## src/rtl/tick_period_sel_if.sv

```systemverilog
// tick_period_sel control/status bundle.
// Master drives enable and mode request; slave returns tick, wave and mode status.
interface tick_period_sel_if #(
  parameter int SEL_W = 2
);
  logic             on_off;
  logic [SEL_W-1:0] sel;
  logic             tick_o;
  logic             wave_o;
  logic [SEL_W-1:0] active_sel_o;
  logic             pending_o;

  modport master (
    output on_off,
    output sel,
    input  tick_o,
    input  wave_o,
    input  active_sel_o,
    input  pending_o
  );

  modport slave (
    input  on_off,
    input  sel,
    output tick_o,
    output wave_o,
    output active_sel_o,
    output pending_o
  );
endinterface

```

## src/rtl/tick_period_sel.sv

```systemverilog
// Selectable-period tick generator with boundary-aligned mode switching.
// Base tick from a prescaler, period 2^(mode+1) base ticks, last mode stops.
module tick_period_sel #(
  parameter int BASE_DIV = 50_000_000,
  parameter int N_MODES  = 4,
  parameter int SEL_W    = 2
) (
  input  logic            clk,
  input  logic            rst,
  tick_period_sel_if.slave bus
);
  localparam int PRE_W = $clog2(BASE_DIV);
  localparam int CNT_W = N_MODES - 1;
  localparam logic [SEL_W-1:0] STOP = SEL_W'(N_MODES - 1);
  localparam logic [PRE_W-1:0] PRE_LAST = PRE_W'(BASE_DIV - 1);

  logic [PRE_W-1:0] presc_q;
  logic [CNT_W-1:0] pcnt_q;
  logic             tick_q;
  logic             wave_q;
  logic [SEL_W-1:0] act_q;
  logic             pend_q;

  logic [SEL_W-1:0] eff_sel;
  logic [CNT_W-1:0] pcnt_last;
  logic             running;
  logic             base_tick;
  logic             boundary;

  // Out-of-range requests collapse onto the stopped mode.
  always_comb begin
    eff_sel = bus.sel;
    if (32'(bus.sel) >= N_MODES)
      eff_sel = STOP;
  end

  // Terminal count 2^(act+1)-1 is simply act+1 low ones.
  always_comb begin
    pcnt_last = '0;
    for (int i = 0; i < CNT_W; i++)
      if (i <= int'(act_q))
        pcnt_last[i] = 1'b1;
  end

  assign running   = bus.on_off && (act_q != STOP);
  assign base_tick = running && (presc_q == PRE_LAST);
  assign boundary  = base_tick && (pcnt_q == pcnt_last);

  // Prescaler: free count while running, parked at zero otherwise.
  always_ff @(posedge clk or posedge rst) begin
    if (rst)
      presc_q <= '0;
    else if (!running || base_tick)
      presc_q <= '0;
    else
      presc_q <= presc_q + PRE_W'(1);
  end

  // Period counter: advances per base tick, restarts at each boundary.
  always_ff @(posedge clk or posedge rst) begin
    if (rst)
      pcnt_q <= '0;
    else if (!running || boundary)
      pcnt_q <= '0;
    else if (base_tick)
      pcnt_q <= pcnt_q + CNT_W'(1);
  end

  // Mode register: immediate load when idle, boundary-only load when running.
  always_ff @(posedge clk or posedge rst) begin
    if (rst) begin
      act_q  <= STOP;
      pend_q <= 1'b0;
    end else if (!running || boundary) begin
      act_q  <= eff_sel;
      pend_q <= 1'b0;
    end else begin
      pend_q <= (eff_sel != act_q);
    end
  end

  // Tick pulse and square wave; enable low clears the wave, stop holds it.
  always_ff @(posedge clk or posedge rst) begin
    if (rst) begin
      tick_q <= 1'b0;
      wave_q <= 1'b0;
    end else begin
      tick_q <= boundary;
      if (!bus.on_off)
        wave_q <= 1'b0;
      else if (boundary)
        wave_q <= ~wave_q;
    end
  end

  assign bus.tick_o       = tick_q;
  assign bus.wave_o       = wave_q;
  assign bus.active_sel_o = act_q;
  assign bus.pending_o    = pend_q;
endmodule
```

## src/flat_wrapper.sv

```systemverilog
// flat-port wrapper written by rule: the top's interface ports become plain ports
module tick_period_sel_flat 
#(
  parameter int BASE_DIV = 50_000_000,
  parameter int N_MODES  = 4,
  parameter int SEL_W    = 2
)
  (clk, rst, bus_on_off, bus_sel, bus_tick_o, bus_wave_o, bus_active_sel_o, bus_pending_o);
  tick_period_sel_if #(.SEL_W(SEL_W)) bus_i ();
  input  logic clk;
  input  logic rst;
  input wire logic [$bits(bus_i.on_off)-1:0] bus_on_off;
  input wire logic [$bits(bus_i.sel)-1:0] bus_sel;
  output wire logic [$bits(bus_i.tick_o)-1:0] bus_tick_o;
  output wire logic [$bits(bus_i.wave_o)-1:0] bus_wave_o;
  output wire logic [$bits(bus_i.active_sel_o)-1:0] bus_active_sel_o;
  output wire logic [$bits(bus_i.pending_o)-1:0] bus_pending_o;
  assign bus_i.on_off = bus_on_off;
  assign bus_i.sel = bus_sel;
  assign bus_tick_o = bus_i.tick_o;
  assign bus_wave_o = bus_i.wave_o;
  assign bus_active_sel_o = bus_i.active_sel_o;
  assign bus_pending_o = bus_i.pending_o;
  tick_period_sel #(.BASE_DIV(BASE_DIV), .N_MODES(N_MODES), .SEL_W(SEL_W)) u_core (.clk(clk), .rst(rst), .bus(bus_i));
endmodule
```

## config.mk

```make
export PLATFORM = sky130hd
export DESIGN_NAME = tick_period_sel_flat
export DESIGN_NICKNAME = d
export VERILOG_FILES = /design/src/rtl/tick_period_sel_if.sv /design/src/rtl/tick_period_sel.sv /design/src/flat_wrapper.sv
export SDC_FILE = /design/constraint.sdc
export NUM_CORES = 1
export LEC_CHECK = 0
export ABC_AREA = 1
export CAP_MARGIN = 20
export CORE_MARGIN = 4
export CORE_UTILIZATION = 55
export DETAILED_ROUTE_END_ITERATION = 10
export GPL_ROUTABILITY_DRIVEN = 0
export PLACE_DENSITY = 0.84
export SLEW_MARGIN = 20
export SYNTH_ARGS = -nofsm -noshare
export SYNTH_HDL_FRONTEND = slang
export SYNTH_SLANG_ARGS = --single-unit
```

## constraint.sdc

```tcl
create_clock -name clk -period 1.6 [get_ports clk]
set_input_delay 0.4 -clock clk [delete_from_list [all_inputs] [get_ports clk]]
set_output_delay 0.4 -clock clk [all_outputs]
set_load 0.05 [all_outputs]
```

==> results of run 1 <==
==> per-stage QoR <==
step / instance area, µm² / instances
floorplan: 2070 / 279
global placement: 2300 / 338
detailed placement: 2300 / 338
CTS: 2420 / 346
global route: 2470 / 350
finish: 2470 / 350
==> final cells by class <==
class	instances	area share, %
flip-flops and latches	34	34.5
well taps	48	2.43
clock buffers	5	2.78
multi-input cells	214	45.1
repair buffers	19	9.21
inverters	27	4.10
clock inverters	3	1.82
==> sequential cells by signal, summed over array words and instances (netlist names) <==
name / flops
u_core.presc_q: 26
u_core.pcnt_q: 3
u_core.bus.active_sel_o: 2
u_core.bus.pending_o: 1
u_core.bus.tick_o: 1
u_core.bus.wave_o: 1
==> where the power goes <==
part / total (W) / switching [W] / internal, W
sequential: 0.000908 / 0.0000258 / 0.000882
combinational: 0.000228 / 0.000127 / 0.000101
clock: 0.000801 / 0.000338 / 0.000463
==> timing repair <==
item | in CTS | in global routing
gates resized for setup | 1 | 7
pin swaps | 0 | 2
hold buffers | 0 | 0
setup endpoints to repair | 7 | 27
buffers inserted | 0 | 4
==> critical path: stages (launching register included) <==
cell	delay [ns]
dfrtp_1	0.40
buf_4	0.14
nand3_1	0.20
nor2_1	0.29
nand3_1	0.16
xor2_1	0.17
nor2_1	0.10
==> cells in the final DEF (no fill, tap or decap), drive strengths merged <==
cell type,n
ha,2
clkinvlp,2
nand3,16
clkbuf,5
dfrtp,32
a21boi,1
nor3b,2
nor2,78
o21ai,2
buf,15
xor2,14
nand2,82
dfstp,2
xnor2,5
clkdlybuf4s50,4
nand4,6
bufinv,1
nor3,4
a21oi,2
inv,27
==> kinds of logic after synthesis <==
group                      synth area share (%)
DFF                                        41.2
and+or+nand+nor                            41.8
AOI/OAI and AO/OA                          1.33
xor gates and xnor gates                   8.03
buffers and inverters                      6.46
adders and majority gates                  1.21
==> layer usage <==
metal,vias up,global-route usage (%),share of wire [%]
met4,0,6.29,1.9
met5,-,0,0
met3,10,4.35,4.3
met2,39,35.2,52
li1,901,-,-
met1,887,23.6,42
==> worst paths after layout <==
kind,to,cells past startpoint
worst max register to register,u_core.presc_q[13]$_DFF_PP0_,6
worst max-delay path,u_core.presc_q[13]$_DFF_PP0_,6
worst min-delay path,u_core.presc_q[7]$_DFF_PP0_,3
worst min register to register,u_core.pcnt_q[0]$_DFFE_PP0P_,2
max in group asynchronous,u_core.bus.active_sel_o[1]$_DFFE_PP1P_,3
min in group clk,u_core.pcnt_q[0]$_DFFE_PP0P_,2
==> flow_metrics.py, run 1 <==
metrics = {
    "floorplanning": {
        "row_count": 22,
        "die_x_um": 69.4,
        "fp.coreArea_um2": 3660,
        "io_pins": 10,
        "start_util_pct": 56.6,
        "die_y_um": 69.4,
        "die-area_um2": 4810,
    },
    "critical_path": {
        "reg2reg_from": "u_core.presc_q[0]$_DFF_PP0_",
        "cp-startpoint": "u_core.presc_q[0]$_DFF_PP0_",
        "crit_fanout": 4,
        "end_kind": "register",
        "worstPathRequired_ns": 1.82,
        "path_class": "reg2reg",
        "cp-start-kind": "register",
        "rrSetupSlack_ns": 0.07,
        "crit_arrival_ns": 1.75,
    },
    "clock_tree": {
        "clock_path_buffers": 2,
        "cts-buffers-inserted": 5,
        "cts_tree": "done",
        "cts.clk_slew.worst_paths_ns": 0.08,
        "clock_latency_ns": 0.29,
        "h-tree-depth": 2,
        "cts_root_buffer": "clkbuf_8",
        "cts.sinks": 34,
    },
    "layout": {
        "multi_input_area_um2": 1120,
        "fillers": 298,
        "drive_gt1_share_pct": 18.9,
        "seq_area_um2": 855,
        "final_net_count": 308,
        "final_util_pct": 67.6,
        "syn_to_final_growth_pct": 19.4,
        "antennaDiodeCount": 0,
    },
    "yosys": {
        "syn-num-nets": 286,
        "ys_types": 25,
        "async_flop_share_pct": 100,
        "synthFlopType": "dfrtp_1",
        "synth.avg_cell_area_um2": 7.43,
        "synth_area_leaders": "dfrtp_1 39%, nand2_1 13%, nor2_1 13%",
        "syn-instance-count": 279,
        "synth_top_area_share_pct": 38.6,
        "ys_seq_area_share_pct": 41.2,
        "synth_top_cell_by_area": "dfrtp_1",
        "synth-seq-cells": 34,
        "synth_area_um2": 2070,
        "synth_edf_count": 0,
        "yosysWarnings": 0,
        "synthMostInstantiatedCell": "nand2_1",
        "synth_common_cells": "73 x nand2_1, 70 x nor2_1, 32 x dfrtp_1",
    },
    "grt": {
        "overflow": 0,
        "gr-usage-all-layers_pct": 19.8,
        "grt_pass1_wl_um": 7670,
        "grt_pass1_vias": 1743,
        "antenna_found_initial": 0,
        "grt_max_degree": 35,
    },
    "drt": {
        "viasPerCell": 5.25,
        "vias": 1837,
        "ant_nets": 0,
        "drt-total-wl_um": 4530,
        "firstDrtPassIters": 4,
        "drtIter0Drc": 78,
        "drcViolationCount": 0,
        "routedWlPerCell_um": 12.9,
    },
    "sta": {
        "final.setup_skew_ns": 0.00564,
        "slew_headroom_pct": 81.1,
        "worst_pin_slew_ns": 0.284,
        "setup_violations": 0,
        "hold_viol_final": 0,
        "rsz0062_at_grt": "yes",
        "finalCritPeriodShare_pct": 95.5,
        "hold_ws_ns": 0.443,
        "fin_ws_ns": 0.0717,
        "slew_viol_final": 0,
        "fin_tns_setup_ns": 0,
        "fin_crit_ns": 1.53,
        "max_freq_mhz": 654,
    },
    "power": {
        "ir_drop_mv": 0.577,
        "power_density_nw_per_um2": 783,
        "power_w": 0.00194,
        "leakagePower_nw": 1.10,
    },
    "job": {
        "cap_violations": 0,
    },
    "placement": {
        "place_ws_ns": -0.205,
        "port-buffer-count": 9,
        "dpl.hpwl_um": 3250,
    },
    "hold_path": {
        "hold_class": "in2async",
    },
    "run_status": {
        "outcome": "completed",
    },
}
(Power assumes the default switching activity.)
==> run 2, diff against run 1 <==
--- a/config.mk
+++ b/config.mk
@@ -5,7 +5,6 @@
 export SDC_FILE = /design/constraint.sdc
 export NUM_CORES = 1
 export LEC_CHECK = 0
-export ABC_AREA = 1
 export CAP_MARGIN = 20
 export CORE_MARGIN = 4
 export CORE_UTILIZATION = 55
==> run 2 against run 1 <==
Compared with the run above: the run now ends with negative setup slack left; first-iteration DRC count grew to 3.3 times the previous value; combinational power is 47% higher; total power decreased by 11%; design area rose by 22%; via count up 17%; die area is 7.1% lower; non-clock buffer count up 68.
==> flow_metrics.py, run 2 <==
metrics = {
    "drt": {
        "routedWlPerCell_um": 23.7,
        "firstDrtPassIters": 5,
        "drcViolationCount": 0,
        "drt-total-wl_um": 7620,
        "vias": 2154,
        "viasPerCell": 6.71,
        "drtIter0Drc": 255,
        "ant_nets": 0,
    },
    "yosys": {
        "async_flop_share_pct": 100,
        "synth_top_area_share_pct": 42.0,
        "yosysWarnings": 0,
        "synth_top_cell_by_area": "dfrtp_1",
        "synth_top_family_by_area": "simple AND/OR/NAND/NOR gates",
        "synthMostInstantiatedCell": "dfrtp_1",
        "synth-seq-cells": 34,
        "synth-simple-area-share_pct": 29.2,
        "ys_types": 43,
        "synth.avg_cell_area_um2": 10.1,
        "ys_seq_area_share_pct": 44.8,
        "synth_edf_count": 0,
        "syn-num-nets": 195,
        "synth_xor_area_share_pct": 5.98,
        "syn-instance-count": 188,
        "synth_area_leaders": "dfrtp_1 42%, xor2_1 4.1%, a21oi_1 3.4%",
        "synth_compound_area_share_pct": 13.9,
        "synthMuxAreaShare_pct": 1.71,
        "synthAdderAreaFrac_pct": 1.31,
        "synthFlopType": "dfrtp_1",
        "synth_common_cells": "32 x dfrtp_1, 15 x nor2_1, 13 x a21oi_1",
        "synth_area_um2": 1910,
    },
    "critical_path": {
        "r2r_end": "u_core.bus.active_sel_o[1]$_DFFE_PP1P_",
        "cp-start-kind": "register",
        "worstPathRequired_ns": 1.88,
        "reg2reg_from": "u_core.presc_q[8]$_DFF_PP0_",
        "crit_arrival_ns": 2.20,
        "end_kind": "register",
        "path_class": "reg2reg",
        "crit_fanout": 3,
        "r2r_cells": 4,
        "rrSetupSlack_ns": -0.32,
    },
    "power": {
        "leakagePower_nw": 1.28,
        "ir_drop_mv": 0.600,
        "power_density_nw_per_um2": 572,
    },
    "floorplanning": {
        "die_x_um": 66.9,
        "row_count": 21,
        "fp.coreArea_um2": 3340,
        "die-area_um2": 4470,
        "start_util_pct": 57.1,
        "die_y_um": 66.9,
        "io_pins": 10,
    },
    "clock_tree": {
        "cts-buffers-inserted": 5,
        "cts_root_buffer": "clkbuf_4",
        "cts.clk_slew.worst_paths_ns": 0.10,
        "clock_latency_ns": 0.35,
        "h-tree-depth": 2,
        "ctsHoldBuffers": 0,
        "clock_path_buffers": 2,
        "cts_tree": "done",
        "cts.sinks": 34,
    },
    "run_status": {
        "outcome": "finished, violations left",
        "violations": "negative setup slack",
    },
    "hold_path": {
        "hold_class": "in2async",
    },
    "sta": {
        "slew_headroom_pct": 76.0,
        "hold_ws_ns": 0.415,
        "fin_crit_ns": 1.92,
        "fin_ws_ns": -0.315,
        "final.setup_skew_ns": 0.00699,
        "worst_pin_slew_ns": 0.358,
        "setup_violations": 33,
        "hold_viol_final": 0,
        "finalCritPeriodShare_pct": 120,
        "max_freq_mhz": 522,
        "slew_viol_final": 0,
        "rsz0062_at_grt": "yes",
    },
    "layout": {
        "layout_commonest_cell": "buf_4",
        "largest_reg_flops": 26,
        "syn_to_final_growth_pct": 57.9,
        "drive_gt1_share_pct": 55.3,
        "mostFrequentLayoutCells": "61 x buf_4, 29 x dfrtp_1, 15 x buf_6",
        "final_net_count": 283,
        "antennaDiodeCount": 0,
        "seq_area_um2": 861,
        "multi_input_area_um2": 1220,
        "final_cell_count_no_fill": 321,
        "regMostFlops": "u_core.presc_q",
        "fillers": 128,
    },
    "placement": {
        "place_ws_ns": -0.264,
        "port-buffer-count": 9,
        "dpl.hpwl_um": 3670,
        "post-place-cells": 294,
    },
    "grt": {
        "grt_pass1_wl_um": 10600,
        "grt_pass1_vias": 2097,
        "overflow": 0,
        "antenna_found_initial": 0,
        "gr-usage-all-layers_pct": 32.7,
        "grt_max_degree": 35,
    },
    "job": {
        "cap_violations": 0,
    },
}
run 2: changes by cell type after synthesis, sizes merged, moves of 8 or more:
cell and delta:
a21oi +14, inv -23, nand2 -70, nor2 -63
o31ai +8, or4 +8
run 2: report_power, final:
group          switching (W)  internal (W)
clock network       0.000284      0.000198
registers          0.0000199      0.000884
logic               0.000172      0.000162
total               0.000477       0.00124
run 2: area by class of cell:
type,count,area share (%)
Tap cell,46,1.91
Timing Repair Buffer,87,26.8
Sequential cell,34,28.6
Inverter,4,0.499
Clock buffer,6,1.70
Multi-Input combinational cell,144,40.5
run 2: worst max path at each step:
stage                                                       from                                      to  slack (ns)  depth (start not counted)
final                                u_core.presc_q[8]$_DFF_PP0_  u_core.bus.active_sel_o[1]$_DFFE_PP1P_       -0.32                          4
after floorplan           u_core.bus.active_sel_o[0]$_DFFE_PP1P_  u_core.bus.active_sel_o[1]$_DFFE_PP1P_       -0.23                          4
after detailed placement             u_core.presc_q[1]$_DFF_PP0_  u_core.bus.active_sel_o[1]$_DFFE_PP1P_       -0.26                          5
after global routing                 u_core.presc_q[8]$_DFF_PP0_  u_core.bus.active_sel_o[1]$_DFFE_PP1P_       -0.36                          4
after global placement                                bus_on_off  u_core.bus.active_sel_o[1]$_DFFE_PP1P_       -0.22                          4
after CTS                            u_core.presc_q[9]$_DFF_PP0_  u_core.bus.active_sel_o[1]$_DFFE_PP1P_       -0.19                          4
run 2: stage by stage:
stage / setup TNS, ns / cell area [µm²] / utilization, % / power, W
3_5_place_dp: -4.16 / 2520 / 75.7 / 0.00118
5_1_grt: -7.98 / 3010 / 90.2 / 0.00177
2_1_floorplan: -1.13 / 1920 / - / 0.00105
3_3_place_gp: -2.92 / 2520 / 75.7 / 0.00117
4_1_cts: -2.38 / 2820 / 84.6 / 0.00167
6_report: -6.84 / 3010 / 90.2 / 0.00172
run 2: critical path: stages, from the launching register on:
cell and delay, ns:
dfrtp_1 0.45, nor4_2 0.32, nand4_1 0.24, o41ai_4 0.47, mux2_1 0.37
run 2: cells by family after synthesis:
| kind of cell | Yosys count |
|---|---|
| simple gates | 87 |
| flops | 34 |
| xor+xnor | 13 |
| buf+inv | 11 |
| mux | 3 |
| fa+ha+maj | 2 |
| compound gates | 38 |
run 2: routing by layer:
layer	up-vias	global-route usage, %	wire length (µm)
met2	179	56.2	3610
met4	0	13.9	444
met3	60	8.60	615
met1	1034	38.4	2950
met5	-	0	0
li1	881	-	-
run 2: timing repair:
item                       4_1_cts  5_1_grt
resized for setup               36       36
pin swaps                       19       10
buffers inserted                13        7
gates cloned                     2        0
setup endpoints to repair       33       35
==> run 3, diff against run 2 <==
--- a/config.mk
+++ b/config.mk
@@ -7,10 +7,10 @@
 export LEC_CHECK = 0
 export CAP_MARGIN = 20
 export CORE_MARGIN = 4
-export CORE_UTILIZATION = 55
+export CORE_UTILIZATION = 40
 export DETAILED_ROUTE_END_ITERATION = 10
 export GPL_ROUTABILITY_DRIVEN = 0
-export PLACE_DENSITY = 0.84
+export PLACE_DENSITY = 0.67
 export SLEW_MARGIN = 20
 export SYNTH_ARGS = -nofsm -noshare
 export SYNTH_HDL_FRONTEND = slang
==> run 3 against run 2 <==
Compared with the run above: the flow still finishes with violations (negative setup slack); die area increased by 33%; register-to-register slack improved by 0.08 ns; design area increased by 2.6%; sequential power down 0.7%; combinational power grew 1%; first-iteration DRC count is 53% lower; wire length down 20%.
==> flow_metrics.py, run 3 (synthesized netlist as in run 2, its figures left out) <==
metrics = {
    "run_status": {
        "violations": "negative setup slack",
        "outcome": "finished, violations left",
    },
    "critical_path": {
        "reg2reg_from": "u_core.bus.active_sel_o[0]$_DFFE_PP1P_",
        "crit_fanout": 4,
        "cp-start-kind": "register",
        "max_stage_delay_ns": 0.64,
        "critPathTopFamily": "compound AO/OA/AOI/OAI gates",
        "path_buf_inv": 0,
        "slowest_stage": "dfstp_4",
        "cp.depth": 4,
        "end_kind": "register",
        "r2r_cells": 4,
        "crit_arrival_ns": 2.07,
        "rrSetupSlack_ns": -0.24,
        "path_class": "reg2reg",
        "r2r_end": "u_core.bus.active_sel_o[1]$_DFFE_PP1P_",
        "worstPathRequired_ns": 1.83,
        "critical_path.cell_chain": "nor2b_4 -> o31a_1 -> o41ai_4 -> mux2_4",
        "cp-startpoint": "u_core.bus.active_sel_o[0]$_DFFE_PP1P_",
        "endpoint": "u_core.bus.active_sel_o[1]$_DFFE_PP1P_",
    },
    "placement": {
        "dpl.hpwl_um": 3230,
        "port-buffer-count": 9,
        "place_ws_ns": -0.250,
        "post-place-cells": 303,
    },
    "layout": {
        "mostFrequentLayoutCells": "64 x buf_4, 30 x dfrtp_1, 16 x buf_6",
        "syn_to_final_growth_pct": 62.0,
        "final_net_count": 289,
        "multi_input_area_um2": 1200,
        "drive_gt1_share_pct": 53.7,
        "final_cell_count_no_fill": 335,
        "layout_commonest_cell": "buf_4",
        "regMostFlops": "u_core.presc_q",
        "fillers": 314,
        "final_util_pct": 69.0,
        "seq_area_um2": 860,
        "antennaDiodeCount": 0,
        "largest_reg_flops": 26,
    },
    "clock_tree": {
        "cts-buffers-inserted": 5,
        "cts.sinks": 34,
        "h-tree-depth": 2,
        "cts_root_buffer": "clkbuf_8",
        "clock_path_buffers": 2,
        "cts.clk_slew.worst_paths_ns": 0.07,
        "cts_tree": "done",
        "clock_latency_ns": 0.29,
    },
    "power": {
        "ir_drop_mv": 0.614,
        "leakagePower_nw": 1.33,
        "power_density_nw_per_um2": 618,
    },
    "sta": {
        "slew_viol_final": 0,
        "max_freq_mhz": 544,
        "final.setup_skew_ns": 0.00770,
        "setup_violations": 32,
        "finalCritPeriodShare_pct": 115,
        "rsz0062_at_grt": "yes",
        "worst_pin_slew_ns": 0.357,
        "fin_ws_ns": -0.239,
        "slew_headroom_pct": 76.0,
        "hold_viol_final": 0,
        "fin_crit_ns": 1.84,
    },
    "floorplanning": {
        "start_util_pct": 42.6,
        "fp.coreArea_um2": 4470,
        "io_pins": 10,
        "die_x_um": 77.0,
        "row_count": 24,
        "die-area_um2": 5930,
        "die_y_um": 77.0,
    },
    "hold_path": {
        "hold_class": "in2async",
    },
    "drt": {
        "firstDrtPassIters": 4,
        "ant_nets": 0,
        "vias": 1979,
        "drcViolationCount": 0,
        "drtIter0Drc": 119,
        "viasPerCell": 5.91,
        "drt-total-wl_um": 6070,
        "routedWlPerCell_um": 18.1,
    },
    "grt": {
        "overflow": 0,
        "grt_pass1_wl_um": 9210,
        "grt_pass1_vias": 1923,
        "grt_max_degree": 35,
        "antenna_found_initial": 0,
        "gr-usage-all-layers_pct": 19.5,
    },
    "job": {
        "cap_violations": 0,
    },
}
[run 3: cell count changes in the layout (fill, tap and decap cells not counted), sizes merged]
| cell | change |
|---|---|
| buf | +5 |
| nand3 | +1 |
| clkinv | +1 |
| clkbuf | +1 |
[run 3: metal layers]
metal | share of wire (%) | GRT usage (%)
met5 | 0 | 0
met4 | 3.2 | 7.12
met3 | 5.3 | 4.45
met2 | 53 | 33.2
met1 | 39 | 24.2
[run 3: worst min path at each step]
stage | from | end
final | rst | u_core.presc_q[9]$_DFF_PP0_
after global routing | rst | u_core.presc_q[2]$_DFF_PP0_
after CTS | rst | u_core.presc_q[3]$_DFF_PP0_
after detailed placement | u_core.presc_q[0]$_DFF_PP0_ | u_core.presc_q[0]$_DFF_PP0_
after global placement | u_core.presc_q[0]$_DFF_PP0_ | u_core.presc_q[0]$_DFF_PP0_
after floorplan | u_core.presc_q[0]$_DFF_PP0_ | u_core.presc_q[0]$_DFF_PP0_
[run 3: worst register-to-register path: stages (launching register included)]
cell and delay, ns:
dfstp_4 0.64, nor2b_4 0.04, o31a_1 0.31, o41ai_4 0.44, mux2_4 0.33
[run 3: what timing repair did]
| item | in CTS | in global routing |
|---|---|---|
| endpoints found under the setup margin | 31 | 34 |
| resized for setup | 26 | 47 |
| cloned | 4 | 0 |
| buffers inserted | 15 | 10 |
| pin swaps | 14 | 18 |
| hold buffers | 0 | 0 |
[run 3: cell type report]
type                    instances  area share [%]
repair buffers                 92            27.6
clock buffers                   7            2.80
flip-flops and latches         34            27.8
well taps                      52            2.11
clock inverters                 1           0.162
multi-input cells             145            39.0
inverters                       4           0.486
[run 3: per-stage QoR]
step | hold slack [ns] | instance area [µm²] | TNS, ns | power, W
2_1_floorplan | 0.449 | 1920 | -1.13 | 0.00105
4_1_cts | 0.470 | 2920 | -2.76 | 0.00194
3_5_place_dp | 0.532 | 2550 | -3.84 | 0.00119
6_report | 0.456 | 3090 | -3.40 | 0.00191
3_3_place_gp | 0.521 | 2550 | -3.46 | 0.00119
5_1_grt | 0.487 | 3090 | -5.76 | 0.00198
[run 3: power breakdown]
group	internal [W]	total (W)	leakage [nW]	switching, W
Clock	0.000347	0.000671	0.0482	0.000324
Sequential	0.000884	0.000898	0.462	0.0000141
Combinational	0.000160	0.000339	0.819	0.000180
Total	0.00139	0.00191	1.33	0.000518
==> patch 1, RTL diff (flow settings as in run 2) <==
`BASE_DIV` is set to 50_000_000 in 2 places; all go to 25_000_000.
--- a/src/rtl/tick_period_sel.sv
+++ b/src/rtl/tick_period_sel.sv
@@ -1,7 +1,7 @@
 // Selectable-period tick generator with boundary-aligned mode switching.
 // Base tick from a prescaler, period 2^(mode+1) base ticks, last mode stops.
 module tick_period_sel #(
-  parameter int BASE_DIV = 50_000_000,
+  parameter int BASE_DIV = 25_000_000,
   parameter int N_MODES  = 4,
   parameter int SEL_W    = 2
 ) (
--- a/src/flat_wrapper.sv
+++ b/src/flat_wrapper.sv
@@ -1,7 +1,7 @@
 // flat-port wrapper written by rule: the top's interface ports become plain ports
 module tick_period_sel_flat 
 #(
-  parameter int BASE_DIV = 50_000_000,
+  parameter int BASE_DIV = 25_000_000,
   parameter int N_MODES  = 4,
   parameter int SEL_W    = 2
 )
Behaviour: same outputs for any inputs over 10 cycles, from zero or initial values and one cycle with rst high; that may be too few to reach the edited logic, so the function may still have changed.
==> patch 1 against run 2 <==
The run still ends with negative setup slack left. Routed wire length down 1.4%. Synthesized cell count down 2.1%. Area after synthesis down 2.1%. Hold slack worse by 0.12 ns. Global-route usage down 3.2 points. Cell area down 6.4%. Setup slack worse by 0.032 ns. Critical path depth unchanged. Core utilization down 0.85 points. Sequential power down 2.8%. Power down 0.34%. Sequential cell count down 1. Critical path type unchanged. Highest routed layer unchanged.
==> patch 1: results <==
set metrics [dict create \
    nFillCells 136 \
    synthAdderAreaFrac_pct 1.341 \
    fin_area_um2 2816 \
    clk_pin_slew_worst_paths_ns 0.13 \
    wl_met3_um 751 \
    inverters 5 \
    finalWorstSetupSlack_ns -0.3472 \
    tightestPinTransition_ns 0.5582 \
    p_comb_mw 0.350 \
    met3_usage_pct 8.333 \
    finish.net_count 260 \
    ys_top_cells_by_area "dfrtp_1 (42%), nor2_1 (3.8%), xor2_1 (3.8%), a21oi_1 (3.5%), xnor2_1 (3.3%)" \
    cts.sinks 33 \
    vias 2151 \
    power.density_nw_per_um2 608.6 \
    setup_viol 34 \
    status "finished with violations" \
    multi_input_area_um2 1192 \
    synth.distinct_cells 45 \
    nWellTaps 44 \
    grt_use_met2_pct 52.91 \
    cts_resized 23 \
    fin_skew_ns 0.02498 \
    n_all_buffers 69 \
    synthMuxAreaShare_pct 1.744 \
    final-nonclk-buf-share_pct 23.81 \
    grt_first_pass_wirelength_um 9549 \
    cp.arrival_ns 2.27 \
    internal_power_mw 1.194 \
    ys_seq_area_share_pct 44.40 \
    syn-num-nets 191 \
    crit_end "u_core.bus.active_sel_o[0]$_DFFE_PP1P_" \
    wl_met1_um 2473 \
    dp_cells 275 \
    gr-usage-met1_pct 31.99 \
    failed_checks "negative setup slack" \
    grt_max_degree 26 \
    clkLatencyLatePin_ns 0.38 \
    cts_setup_buffers 6 \
    grt_usage_pct 29.57 \
    ff_latch_area_um2 828.3 \
]
-- patch 1: cell count changes after synthesis, sizes merged, moves of 3 or more --
| cell | delta |
|---|---|
| nor2 | +4 |
| a21oi | -3 |
| nor2b | -3 |
| or3 | -3 |
| xnor2 | +3 |
-- patch 1: worst min-delay path by stage --
stage	to	slack [ns]	depth (start not counted)
4_1_cts	u_core.pcnt_q[0]$_DFFE_PP0P_	0.32	2
5_1_grt	u_core.pcnt_q[0]$_DFFE_PP0P_	0.34	2
6_report	u_core.bus.pending_o$_DFF_PP0_	0.30	2
3_3_place_gp	u_core.presc_q[0]$_DFF_PP0_	0.52	2
2_1_floorplan	u_core.presc_q[0]$_DFF_PP0_	0.45	1
3_5_place_dp	u_core.presc_q[0]$_DFF_PP0_	0.54	2
-- patch 1: worst max-delay path, cell delays in order, from the launching register on --
cell	delay (ns)
dfrtp_1	0.42
nor4b_2	0.38
nand4_2	0.22
o41ai_4	0.52
mux2_4	0.35
==> patch 2, RTL diff (config.mk and constraints of run 2) <==
Made on the original files. Reset style: synchronous (`rst`), changed in 4 clocked blocks.
--- a/src/rtl/tick_period_sel.sv
+++ b/src/rtl/tick_period_sel.sv
@@ -47,7 +47,7 @@
   assign boundary  = base_tick && (pcnt_q == pcnt_last);
 
   // Prescaler: free count while running, parked at zero otherwise.
-  always_ff @(posedge clk or posedge rst) begin
+  always_ff @(posedge clk) begin
     if (rst)
       presc_q <= '0;
     else if (!running || base_tick)
@@ -57,7 +57,7 @@
   end
 
   // Period counter: advances per base tick, restarts at each boundary.
-  always_ff @(posedge clk or posedge rst) begin
+  always_ff @(posedge clk) begin
     if (rst)
       pcnt_q <= '0;
     else if (!running || boundary)
@@ -67,7 +67,7 @@
   end
 
   // Mode register: immediate load when idle, boundary-only load when running.
-  always_ff @(posedge clk or posedge rst) begin
+  always_ff @(posedge clk) begin
     if (rst) begin
       act_q  <= STOP;
       pend_q <= 1'b0;
@@ -80,7 +80,7 @@
   end
 
   // Tick pulse and square wave; enable low clears the wave, stop holds it.
-  always_ff @(posedge clk or posedge rst) begin
+  always_ff @(posedge clk) begin
     if (rst) begin
       tick_q <= 1'b0;
       wave_q <= 1'b0;
Formal check against the unedited RTL: differs if rst is asserted again (counterexample within 4 cycles, from zero or initial values and one cycle with rst high); with rst held inactive, the same outputs for 10 cycles.
==> patch 2 against run 2 <==
The flow still finishes with violations (negative setup slack). Area after synthesis is 9.3% lower. Cell area decreased by 18%. Sequential cell count unchanged. Maximum frequency grew 14%. Final cell count shrank 7.8%. Count of clock-buffer cells in the layout stayed put. Die area down 8.2%. Sequential share of layout area down 0.25 points. Routed wire length down 36%. Via count decreased by 17%. Setup slack better by 0.24 ns. Largest cell class unchanged.
Power is not compared: it rests on default switching activity, and its combinational part moved more than twofold at a synthesized area within 25%.
==> patch 2: results <==
set metrics [dict create \
    dp_cells 280 \
    ys_top_cells_by_area "dfxtp_1 (39%), xnor2_1 (6.1%), nor2_1 (3.9%), nand4_1 (3.3%), a21oi_1 (3.2%)" \
    synth.distinct_cells 42 \
    grt_first_pass_wirelength_um 6934 \
    ys_seq_area_share_pct 39.39 \
    dpl-instance-area_um2 2136 \
    cp.arrival_ns 1.96 \
    critPathMaxFanout 4 \
    hp-class "register to register" \
    tightestPinTransition_ns 0.4696 \
    setup-tns-final_ns -0.5139 \
    synth_ff_type "dfxtp_1" \
    synthAdderAreaFrac_pct 1.448 \
    synth_xor_area_share_pct 8.110 \
    synthTopCellsByCount "dfxtp_1 (34), nor2_1 (18), xnor2_1 (12)" \
    nFillCells 172 \
    pre_cts_slack_ns -0.2673 \
    finalWorstSetupSlack_ns -0.07666 \
    layout-drive-gt1-share_pct 42.86 \
    multi_input_area_um2 1124 \
    grt_usage_pct 21.58 \
    avgViaCountPerCell 6.051 \
    setup_viol 23 \
    cts_resized 5 \
    failed_checks "negative setup slack" \
    fin_skew_ns 0.01016 \
    synth_compound_area_share_pct 13.25 \
    synthMuxAreaShare_pct 0.5793 \
    finish.net_count 260 \
    status "finished with violations" \
]
patch 2: area by class of cell:
class / instances / area share (%)
clock buffers: 6 / 2.073
well taps: 44 / 2.224
inverters: 11 / 1.668
repair buffers: 56 / 20.27
multi-input cells: 145 / 45.40
flip-flops and latches: 34 / 28.36
patch 2: final timing paths:
check | start | slack [ns] | to
max | u_core.presc_q[25]$_SDFF_PP0_ | -0.08 | u_core.pcnt_q[0]$_SDFFE_PP0P_
min | u_core.presc_q[21]$_SDFF_PP0_ | 0.51 | u_core.presc_q[21]$_SDFF_PP0_
max reg2reg | u_core.presc_q[25]$_SDFF_PP0_ | -0.08 | u_core.pcnt_q[0]$_SDFFE_PP0P_
min reg2reg | u_core.presc_q[21]$_SDFF_PP0_ | 0.51 | u_core.presc_q[21]$_SDFF_PP0_
patch 2: per-layer routing:
layer	share of wire, %	vias to the layer above	track usage [%]
met3	6.7	22	6.503
li1	-	849	-
met2	50	88	35.23
met5	0	-	0
met1	39	832	25.46
met4	4.3	0	10.78
